===== config.mk =====
export PLATFORM = sky130hd
export DESIGN_NAME = usadd_multi
export DESIGN_NICKNAME = d
export VERILOG_FILES = /design/src/rtl/usadd_pkg.sv /design/src/rtl/usadd_popcnt.sv /design/src/rtl/usadd_multi.sv
export SDC_FILE = /design/constraint.sdc
export NUM_CORES = 1
export LEC_CHECK = 0
export ABC_CLOCK_PERIOD_IN_PS = 4010
export BUFFER_PORTS_ARGS = -buffer_cell sky130_fd_sc_hd__clkbuf_2
export CAP_MARGIN = 40
export CORE_MARGIN = 1.5
export CORE_UTILIZATION = 45
export CTS_CLUSTER_SIZE = 10
export DETAILED_ROUTE_END_ITERATION = 10
export PLACE_DENSITY = 0.69
export SLEW_MARGIN = 20
export SYNTH_ARGS = -nofsm -noshare
export SYNTH_HDL_FRONTEND = slang
export SYNTH_SLANG_ARGS = --single-unit

===== constraint.sdc =====
create_clock -name iClk -period 4.01 [get_ports iClk]
set_clock_uncertainty 0.1 [all_clocks]
set_input_delay 0.802 -clock iClk [delete_from_list [all_inputs] [get_ports iClk]]
set_output_delay 0.802 -clock iClk [all_outputs]
set_load 0.05 [all_outputs]

===== src/rtl/usadd_pkg.sv =====
// Shared constants, state encoding and width helpers for the N-input unary scaled adder.
package usadd_pkg;

    localparam logic MODE_SCALED = 1'b0;
    localparam logic MODE_SAT    = 1'b1;

    typedef enum logic [0:0] {
        IDLE = 1'b0,
        RUN  = 1'b1
    } state_t;

    function automatic int clog2(input int n);
        int r;
        r = 0;
        while ((1 << r) < n) r++;
        return r;
    endfunction

    function automatic int popcount(input logic [31:0] v);
        int c;
        c = 0;
        for (int i = 0; i < 32; i++) c += int'(v[i]);
        return c;
    endfunction

endpackage


===== src/rtl/usadd_popcnt.sv =====
// Combinational masked popcount over NUM_IN (<= 32) channels.
module usadd_popcnt
    import usadd_pkg::*;
#(
    parameter int NUM_IN = 4,
    parameter int CW     = clog2(NUM_IN + 1)
) (
    input  logic [NUM_IN-1:0] iA,
    input  logic [NUM_IN-1:0] iMask,
    output logic [CW-1:0]     oCnt
);

    logic [31:0] masked;

    generate
        for (genvar gi = 0; gi < 32; gi++) begin : g_mask
            if (gi < NUM_IN) begin : g_ch
                assign masked[gi] = iA[gi] & iMask[gi];
            end else begin : g_pad
                assign masked[gi] = 1'b0;
            end
        end
    endgenerate

    assign oCnt = CW'(popcount(masked));

endmodule


===== src/rtl/usadd_multi.sv =====
// N-input unary adder: per-cycle popcount feeds a residual accumulator that emits one
// output bit per accepted input cycle, as a channel mean (scaled) or a saturating sum.
module usadd_multi
    import usadd_pkg::*;
#(
    parameter int NUM_IN  = 4,
    parameter int WIN_LEN = 256,
    parameter int ACC_MAX = 7
) (
    input  logic                           iClk,
    input  logic                           iRstN,
    input  logic                           iClr,
    input  logic                           iStart,
    input  logic [NUM_IN-1:0]              iChMask,
    input  logic                           iMode,
    input  logic                           iEn,
    input  logic [NUM_IN-1:0]              iA,
    output logic                           oBit,
    output logic                           oValid,
    output logic                           oBusy,
    output logic                           oDone,
    output logic [clog2(WIN_LEN+1)-1:0]    oOnesCnt
);

    localparam int CW     = clog2(NUM_IN + 1);
    localparam int SAT_W  = clog2(ACC_MAX + NUM_IN + 1);
    localparam int ACC_W  = (CW + 1 > SAT_W) ? CW + 1 : SAT_W;
    localparam int SUM_W  = ACC_W + 1;
    localparam int OW     = clog2(WIN_LEN + 1);

    state_t            state_q, state_d;
    logic [NUM_IN-1:0] mask_q, mask_d;
    logic              mode_q, mode_d;
    logic [CW-1:0]     den_q, den_d;
    logic [ACC_W-1:0]  acc_q, acc_d;
    logic [OW-1:0]     win_q, win_d;
    logic [OW-1:0]     ones_q, ones_d;
    logic              bit_q, bit_d;
    logic              valid_q, valid_d;
    logic              done_q, done_d;

    logic [CW-1:0]     cnt;
    logic [CW-1:0]     den_start;
    logic [SUM_W-1:0]  sum;
    logic [SUM_W-1:0]  sum_m1;
    logic              out_bit;

    usadd_popcnt #(.NUM_IN(NUM_IN), .CW(CW)) u_cnt (
        .iA    (iA),
        .iMask (mask_q),
        .oCnt  (cnt)
    );

    // Same counter on an all-ones input gives the number of enabled channels.
    usadd_popcnt #(.NUM_IN(NUM_IN), .CW(CW)) u_den (
        .iA    ({NUM_IN{1'b1}}),
        .iMask (iChMask),
        .oCnt  (den_start)
    );

    assign sum    = SUM_W'(acc_q) + SUM_W'(cnt);
    assign sum_m1 = sum - SUM_W'(1);

    always_comb begin
        state_d = state_q;
        mask_d  = mask_q;
        mode_d  = mode_q;
        den_d   = den_q;
        acc_d   = acc_q;
        win_d   = win_q;
        ones_d  = ones_q;
        bit_d   = bit_q;
        valid_d = 1'b0;
        done_d  = 1'b0;
        out_bit = 1'b0;

        if (iClr) begin
            state_d = IDLE;
            acc_d   = '0;
            win_d   = '0;
            ones_d  = '0;
        end else if (iStart) begin
            state_d = RUN;
            mask_d  = iChMask;
            mode_d  = iMode;
            den_d   = den_start;
            acc_d   = '0;
            win_d   = '0;
            ones_d  = '0;
        end else if (state_q == RUN && iEn) begin
            if (mode_q == MODE_SAT) begin
                // Residual above ACC_MAX is discarded rather than wrapped.
                if (sum != '0) begin
                    out_bit = 1'b1;
                    acc_d   = (sum_m1 > SUM_W'(ACC_MAX)) ? ACC_W'(ACC_MAX) : ACC_W'(sum_m1);
                end
            end else if (den_q != '0 && sum >= SUM_W'(den_q)) begin
                out_bit = 1'b1;
                acc_d   = ACC_W'(sum - SUM_W'(den_q));
            end else begin
                acc_d = ACC_W'(sum);
            end

            bit_d   = out_bit;
            valid_d = 1'b1;
            ones_d  = ones_q + OW'(out_bit);
            if (win_q == OW'(WIN_LEN - 1)) begin
                state_d = IDLE;
                done_d  = 1'b1;
            end else begin
                win_d = win_q + OW'(1);
            end
        end
    end

    always_ff @(posedge iClk or negedge iRstN) begin
        if (!iRstN) begin
            state_q <= IDLE;
            mask_q  <= '0;
            mode_q  <= 1'b0;
            den_q   <= '0;
            acc_q   <= '0;
            win_q   <= '0;
            ones_q  <= '0;
            bit_q   <= 1'b0;
            valid_q <= 1'b0;
            done_q  <= 1'b0;
        end else begin
            state_q <= state_d;
            mask_q  <= mask_d;
            mode_q  <= mode_d;
            den_q   <= den_d;
            acc_q   <= acc_d;
            win_q   <= win_d;
            ones_q  <= ones_d;
            bit_q   <= bit_d;
            valid_q <= valid_d;
            done_q  <= done_d;
        end
    end

    assign oBit     = bit_q;
    assign oValid   = valid_q;
    assign oBusy    = (state_q == RUN);
    assign oDone    = done_q;
    assign oOnesCnt = ones_q;

endmodule

======== After elaboration in Yosys (flattened, before gate mapping) ========
Index checks and enable logic that the tools add are counted.
storage, ports and cells
  register bits after elaboration ......... 34
  bits of input ports ..................... 14
operators by class
  $add $sub $neg .......................... 11
  magnitude comparators ................... 2
  equality and inequality tests ........... 3
  muxes and demuxes ....................... 31
  bitwise logic cells ..................... 6
  reduce and logical (&&, ||, !) cells .... 11
operators with widths
  kind                   number
  $mux W9                7
  $mux W4                7
  $mux W1                17
  $add A3 B2 Y3          4
  $add A9 B1 Y9          1
  $add A9 B1 Y9 const B  1
  $eq A9 B8 Y1 const B   1
  $reduce_bool A3 Y1     3
  $reduce_and A2 Y1      4
  $add A4 B3 Y5          1
  $ge A5 B3 Y1           1
  $gt A5 B3 Y1 const B   1
  $reduce_bool A5 Y1     1
  $sub A5 B1 Y5 const B  1
  $add A1 B1 Y2          2
  $and A1 B1 Y1          4
  $ne A4 B3 Y1 const B   1
  $sub A4 B3 Y4          1
  $ne A3 B3 Y1 const B   1
  $reduce_and A3 Y1      1
  $logic_and A1 B1 Y1    2
  $not A1 Y1             2

======== Longest topological paths before layout ========
Gate-level depths: netlist of the first run.
  depth after elaboration ................. 16
  depth in mapped cells ................... 18
  mapped depth without buffers ............ 18

======== Cells and area by module ========
Synthesis of the first run repeated with hierarchy kept, for this count alone.
second synthesis, totals
  cells, all modules ...................... 244
  area, all modules ....................... 2280.9 um2
modules (own cells, without submodules)
  module        instances  cells an instance  area an instance (um2)  sequential area each (um2)
  usadd_multi   1          230                2140.8                  850.8
  usadd_popcnt  2          7                  70.1                    0.0

======== Least setup slack after synthesis of the first run ========
OpenSTA, ideal clock, no wires.
  kind .................................... input -> register
  from .................................... input iA[0]
  to ...................................... register ones_q[8] (netlist: oOnesCnt[8])
  data arrival time ....................... 4666 ps
  data required time ...................... 3832 ps
  path slack .............................. -834 ps
  cell stages on the path ................. 18
  path buffers ............................ 0
  cell sequence ........................... and2_1 > ha_1 > fa_1 > ha_1 > inv_1 > fa_1 > xnor2_1 > ha_1 > nor2_1 > o2bb2ai_1 > o221a_4 > nor2_1 > o21a_1 > ha_1 > ha_1 > nand4_1 > or3_1 > a21oi_1
on the way
  word-level cells in the longest chain between the ends .. 16
RTL lines
  item                            line                RTL
  start, declared                 usadd_multi.sv:17   input logic [NUM_IN-1:0] iA,
  $and A1 B1 Y1 (*)               usadd_popcnt.sv:18  assign masked[gi] = iA[gi] & iMask[gi];
  $add A1 B1 Y2 (*)               usadd_pkg.sv:22     for (int i = 0; i < 32; i++) c += int'(v[i]);
  $add A3 B2 Y3 (*) (2 in a row)  usadd_pkg.sv:22
  $add A4 B3 Y5 (*)               usadd_multi.sv:61   assign sum = SUM_W'(acc_q) + SUM_W'(cnt);
  $ge A5 B3 Y1                    usadd_multi.sv:97   end else if (den_q != '0 && sum >= SUM_W'(den_q)) begin
  $logic_and A1 B1 Y1             usadd_multi.sv:97
  $mux W1                         usadd_multi.sv:97
  $mux W1 (*)                     usadd_multi.sv:91   if (mode_q == MODE_SAT) begin
  $mux W1 (*)                     usadd_multi.sv:90   end else if (state_q == RUN && iEn) begin
  $mux W1 (*)                     usadd_multi.sv:82   end else if (iStart) begin
  $mux W1 (*)                     usadd_multi.sv:77   if (iClr) begin
  $add A9 B1 Y9 (*)               usadd_multi.sv:106  ones_d = ones_q + OW'(out_bit);
  $mux W9 (*)                     usadd_multi.sv:90
  $mux W9 (*)                     usadd_multi.sv:82
  $mux W9 (*)                     usadd_multi.sv:77
  end signal, assigned            usadd_multi.sv:135  ones_q <= ones_d;
  end, declared                   usadd_multi.sv:37   logic [OW-1:0] ones_q, ones_d;
Every way passes the cells marked *; elsewhere a longest branch is shown, timed or not. The select of a mux whose other input is x is not followed.
A chain may end at the register's enable or synchronous reset.

======== Worst setup path in the final report of the first run ========
  from .................................... input iA[1]
  to ...................................... register ones_q[6] (netlist: oOnesCnt[6])
Same word-level chain as after synthesis.

==> results_dict.tcl, run 1 <==
set metrics [dict create \
    clkPwrFrac_pct 21.0 \
    dp_hpwl_um 3460 \
    comb_power_share_pct 45.0 \
    drc 0 \
    rsz0062_at_grt "true" \
    clock_sinks 34 \
    finalPower_mw 1.13 \
    use_met3_pct 4.99 \
    viasPerCell 5.41 \
    syn_to_final_growth_pct 35.6 \
    post_drt_wl_per_cell_um 14.5 \
    drive_above_1_share_pct 39.0 \
    fp.dieW_um 71.1 \
    port_buffers 26 \
    worst_ep_required_time_ns 4.13 \
    ys_seq_elements 34 \
    tightest_slew_ns 0.715 \
    routed_wirelength_um 4760 \
    placed_cells 311 \
    vias 1780 \
    dieArea_sq_um 5060 \
    post-route-min-period_ns 4.25 \
    crit_type "primary input to flip-flop" \
    fin_cells 329 \
    root_buffer "clkbuf_8" \
    yosys_warnings 0 \
    cts_tree "built" \
    setup_total_negative_slack_ns -1.18 \
    relSlewSlack_pct 52.2 \
    synth_edf_count 0 \
    cap_violations 0 \
    violations "negative setup slack" \
    irDropWorstVdd_mv 0.336 \
    p_sw_share_pct 33.1 \
    clk_pin_slew_ns 0.07 \
    ff2ff_setup_slack_ns -0.04 \
    detail-route-antenna-nets 0 \
    antenna_found_initial 0 \
    initial_core_util_pct 47.3 \
    stdcell_area_sq_um 2830 \
    grt-busiest-layer "met2" \
    hold_class "primary input to async pin" \
    coreArea_sq_um 4410 \
    grt_pass1_vias 1691 \
    dpl-instance-area_sq_um 2540 \
    setup_slack_ns -0.238 \
    syn_inst 212 \
    status "complete, but fails checks" \
    leakage_nw 1.27 \
    clk_latency_ns 0.29 \
    first_pass_iters 4 \
    grt_pass1_wl_um 7820 \
    cts_buffer_depth 2 \
    grtUsageMet2_pct 31.6 \
    syn-cell-area_sq_um 2090 \
    cts_hold_buf 0 \
    synthArstFlopShare_pct 100 \
    grt_use_total_pct 20.3 \
    io-pin-count 27 \
    rows 24 \
    worstSetupStartpointType "primary input" \
    drtIter0Drc 44 \
    grt_max_degree 35 \
    setup_viol_count_final 8 \
    period_share_pct 106 \
    syn-num-nets 246 \
    pwr-share-seq_pct 34.0 \
    place.gp.congestion 0.868 \
    worstPathArrival_ns 4.37 \
    yosysSeqAreaShare_pct 40.7 \
    fp.dieH_um 71.1 \
    ys.flop_type "dfrtp_1" \
    hold_violations 0 \
    slew_violations 0 \
    nNetsFinal 311 \
    p_int_uw 759 \
    syn_avg_cell_area_sq_um 9.85 \
    max_clock_freq_ghz 0.235 \
    p_sw_uw 375 \
    power.density_nw_per_um2 400 \
    grt_overflow 0 \
    worstPathMaxFanout 4 \
    htree_levels 2 \
    utilization_pct 64.1 \
    use_met1_pct 27.0 \
    yosys.cell_types.count 46 \
    end_kind "flip-flop" \
    diodes 0 \
    cts_made_buffers 5 \
]
==> power groups by stage <==
| stage | sequential [mW] | combinational (mW) | clock [mW] |
|---|---|---|---|
| 2_1_floorplan | 0.405 | 0.269 | 0 |
| 3_3_place_gp | 0.391 | 0.440 | 0 |
| 3_5_place_dp | 0.392 | 0.453 | 0 |
| 4_1_cts | 0.386 | 0.484 | 0.243 |
| 5_1_grt | 0.389 | 0.559 | 0.255 |
| 6_report | 0.386 | 0.510 | 0.238 |
==> cell usage after synthesis, types with 5 or more instances <==
| cell | n | area share [%] |
|---|---|---|
| or3_1 | 5 | 1.5 |
| o21ai_0 | 7 | 1.7 |
| and2_1 | 6 | 1.8 |
| inv_1 | 11 | 2.0 |
| a21oi_1 | 13 | 3.1 |
| nor2_1 | 21 | 3.8 |
| xor2_1 | 8 | 3.4 |
| nand3_1 | 5 | 1.2 |
| dfrtp_1 | 34 | 41 |
| xnor2_1 | 6 | 2.5 |
| nand2_1 | 20 | 3.6 |
| mux2_2 | 7 | 3.8 |
| ha_1 | 16 | 9.6 |
==> cell usage in the layout, fill, tap and decap left out, drive strengths merged, types with 8 or more instances in the layout <==
| cell type | n |
|---|---|
| a21oi | 13 |
| buf | 38 |
| clkbuf | 32 |
| dfrtp | 34 |
| ha | 16 |
| inv | 11 |
| nand2 | 20 |
| nor2 | 21 |
| xor2 | 8 |
==> timing repair <==
action / CTS / global route
buffers inserted: 8 / 3
pin swaps: 12 / 10
endpoints found under the setup margin: 8 / 11
resized for setup: 13 / 13
hold endpoints to repair: 0 / 0
==> worst max-delay path, cell delays in order <==
cell,delay [ns]
buf_6,0.09
and2_4,0.15
ha_4,0.23
fa_2,0.54
ha_4,0.14
inv_4,0.03
fa_2,0.55
inv_2,0.05
ha_4,0.28
a21oi_4,0.05
o221a_4,0.24
nor2_4,0.08
o21a_1,0.17
ha_4,0.16
ha_4,0.13
nand4_1,0.14
or3_1,0.39
a21oi_2,0.14
==> registers in the layout, indices dropped and copies added, names as in the netlist, 3 cells and up <==
name and count:
win_q 9, acc_q 4, den_q 3, mask_q 4
oOnesCnt 9
==> per-stage QoR <==
stage                     hold slack, ns  setup WS (ns)
after floorplan                    0.372         -0.502
after detailed placement           0.408         -0.651
final                              0.225         -0.238
after global routing               0.224         -0.362
after global placement             0.404         -0.518
after CTS                          0.423         -0.206
==> kinds of logic after synthesis <==
family	after synthesis	synth area share (%)
and+or+nand+nor	80	19.3
AOI/OAI and AO/OA	40	13.5
DFF	34	40.7
adders and majority gates	20	13.4
buffers and inverters	16	2.88
xor gates and xnor gates	14	5.87
muxes	8	4.25
==> final cells by class <==
| class | count | area (sq um) |
|---|---|---|
| timing repair buffer | 63 | 434 |
| clock buffer | 7 | 76.3 |
| tap | 52 | 65.1 |
| fill | 360 | 1580 |
| sequential | 34 | 851 |
| multi-input combinational | 162 | 1360 |
| inverter | 11 | 43.8 |
==> final timing paths <==
| check | start | to | cells past startpoint |
|---|---|---|---|
| max reg2reg | mask_q[1] | oOnesCnt[6] | 17 |
| max in group asynchronous | iRstN | acc_q[1] | 2 |
| max | iA[1] | oOnesCnt[6] | 18 |
| min in group iClk | mask_q[3] | mask_q[3] | 1 |
| min | iRstN | win_q[2] | 1 |
| min reg2reg | mask_q[3] | mask_q[3] | 1 |
==> per-layer routing <==
metal / share of wire, % / vias to the layer above
li1: - / 876
met1: 47 / 863
met2: 48 / 29
met3: 3.0 / 12
met4: 2.4 / 0
met5: 0 / -
Power figures use the tool's default switching activity.
==> run 2: changes to the inputs <==
ABC_AREA = 1   (was not set)
CTS_BUF_LIST = sky130_fd_sc_hd__clkbuf_8   (was not set)
==> run 2 against run 1 <==
Net effect:
- the run still ends with negative setup slack left
- sequential share of layout area decreased by 1.3 points
- clock power increased by 13%
- via count increased by 9.4%
- sequential power decreased by 1%
- setup slack got worse by 0.022 ns
- synthesized cell count increased by 20%
- non-clock buffer count decreased by 1
- maximum frequency decreased by 0.51%
- combinational power increased by 4.3%
- final cell count increased by 19%
- largest power group unchanged
- highest routed layer unchanged
==> results_dict.tcl, run 2 <==
set metrics [dict create \
    slowest_delay_ns 0.38 \
    yosys.cell_types.count 35 \
    io-pin-count 27 \
    clk_pin_slew_ns 0.07 \
    max_clock_freq_ghz 0.234 \
    synth.top_cell.area_share_pct 38.4 \
    worst_ep_required_time_ns 4.12 \
    first_pass_iters 4 \
    slew_violations 0 \
    worstSetupStartpointType "primary input" \
    initial_core_util_pct 46.9 \
    ys_top_cells_by_count "48 x nand2_1, 35 x inv_1, 34 x dfrtp_1, 21 x nand3_1" \
    syn-cell-area_sq_um 2210 \
    htree_levels 2 \
    post-route-min-period_ns 4.27 \
    drtIter0Drc 110 \
    viasPerCell 4.99 \
    grt_pass1_vias 1818 \
    setup_total_negative_slack_ns -0.971 \
    cts_made_buffers 5 \
    synth_area_leaders "dfrtp_1 38%, ha_1 9.0%, nand2_1 8.1%" \
    cap_violations 0 \
    hold_violations 0 \
    drive_above_1_share_pct 41.8 \
    relSlewSlack_pct 64.2 \
    setup_viol_count_final 7 \
    placed_cells 368 \
    port_buffers 26 \
    yosysSeqAreaShare_pct 38.4 \
    grt_use_total_pct 19.5 \
    yosysMostFrequentCell "nand2_1" \
    violations "negative setup slack" \
    hold_class "primary input to async pin" \
    period_share_pct 106 \
    detail-route-antenna-nets 0 \
    place.gp.congestion 0.897 \
    nNetsFinal 356 \
    routed_wirelength_um 4970 \
    synth_edf_count 0 \
    power.density_nw_per_um2 399 \
    grt_pass1_wl_um 8060 \
    leakage_nw 1.50 \
    grt_overflow 0 \
    tightest_slew_ns 0.536 \
    rsz0062_at_grt "true" \
    irDropWorstVdd_mv 0.167 \
    syn_avg_cell_area_sq_um 8.68 \
    cp_num_buf_inv 5 \
    worstPathMaxFanout 4 \
    r2r-start "mask_q[0]" \
    cp_top_family "adder cells" \
    fp.dieW_um 73.1 \
    final_common_cell "nand2_1" \
    rows 25 \
    clock_sinks 34 \
    synth_area_leader_cell "dfrtp_1" \
    diodes 0 \
    clk_latency_ns 0.28 \
    crit_type "primary input to flip-flop" \
    ff2ff_setup_slack_ns -0.06 \
    syn_inst 255 \
    critPathSlowestCell "fa_2" \
    root_buffer "clkbuf_8" \
    drc 0 \
    synthArstFlopShare_pct 100 \
    cts_tree "built" \
    final_cell_mix "43 x nand2_1, 35 x buf_4, 34 x dfrtp_1" \
    vias 1948 \
    worstPathArrival_ns 4.38 \
    syn_to_final_growth_pct 33.7 \
    end_kind "flip-flop" \
    grt_max_degree 25 \
    cts_buffer_depth 2 \
    coreArea_sq_um 4720 \
    dieArea_sq_um 5350 \
    post_drt_wl_per_cell_um 12.7 \
    status "complete, but fails checks" \
    antenna_found_initial 0 \
    syn-num-nets 289 \
    dp_hpwl_um 3630 \
    fin_cells 390 \
    setup_slack_ns -0.260 \
    critPathLaunch "iA[0]" \
    ys_seq_elements 34 \
    ys.flop_type "dfrtp_1" \
    yosys_warnings 0 \
    fp.dieH_um 73.1 \
]
[run 2: worst paths after layout]
| kind | to | depth (start not counted) |
|---|---|---|
| max in group asynchronous | mask_q[0] | 2 |
| max reg2reg | oOnesCnt[8] | 26 |
| min reg2reg | oBit | 2 |
| min in group iClk | oBit | 2 |
| min | oOnesCnt[7] | 1 |
| max | oOnesCnt[8] | 27 |
[run 2: cells by family (layout without fill, tap and decap cells)]
group | after synthesis | in the layout | share of synthesized area, %
and+or+nand+nor | 121 | 121 | 28.9
buffers and inverters | 40 | 108 | 6.90
AOI/OAI and AO/OA | 35 | 35 | 10.6
DFF | 34 | 34 | 38.4
adders and majority gates | 20 | 20 | 12.7
muxes | 5 | 5 | 2.54
[run 2: per-stage QoR]
step / hold WS, ns / setup WS, ns / total power, mW / util, % / cell area, sq um
4_1_cts: 0.317 / -0.239 / 1.16 / 60.6 / 2860
6_report: 0.313 / -0.260 / 1.18 / 62.7 / 2960
5_1_grt: 0.330 / -0.439 / 1.26 / 62.7 / 2960
3_5_place_dp: 0.377 / -0.784 / 0.857 / 56.9 / 2690
2_1_floorplan: 0.356 / -0.579 / 0.702 / - / 2300
3_3_place_gp: 0.374 / -0.681 / 0.850 / 56.3 / 2660
[run 2: power breakdown]
| part | internal [mW] | total (mW) | switching, mW |
|---|---|---|---|
| logic | 0.253 | 0.532 | 0.279 |
| clock network | 0.138 | 0.268 | 0.130 |
| registers | 0.365 | 0.382 | 0.0170 |
[run 2: final cells by class]
| type | instances | area [sq um] |
|---|---|---|
| fillers | 397 | 1760 |
| well taps | 67 | 83.8 |
| multi-input cells | 181 | 1370 |
| clock buffers | 6 | 82.6 |
| inverters | 38 | 143 |
| flip-flops and latches | 34 | 851 |
| clock inverters | 2 | 12.5 |
| repair buffers | 62 | 420 |
[run 2: worst reg2reg max path, cell delays in order (launching register included)]
cell and delay, ns:
dfrtp_1 0.39, nand2_1 0.07, inv_2 0.04, ha_4 0.23, fa_2 0.38, ha_4 0.28, inv_2 0.04, fa_2 0.36
inv_2 0.07, nand2_2 0.05, nand2_2 0.07, inv_2 0.05, ha_4 0.28, nand3b_1 0.09, nand2_2 0.08, nor2_2 0.05
nand2_4 0.07, nand2_4 0.04, a21boi_2 0.14, ha_2 0.23, ha_4 0.15, nand2_4 0.06, nor3_4 0.15, nand2_2 0.12
nor4_4 0.16, o21ai_1 0.11, a21oi_1 0.13
[run 2: timing repair]
action,4_1_cts,5_1_grt
gates resized for setup,2,15
hold buffers,0,0
setup buffers,9,5
pin swaps,17,3
setup endpoints to repair,6,7
[run 2: per-layer routing]
metal	wire length (um)	share of wire, %	global-route usage (%)
met1	2130	43	25.4
met2	2600	52	32.8
met3	169	3.4	3.73
met5	0	0	0
met4	67	1.3	5.66
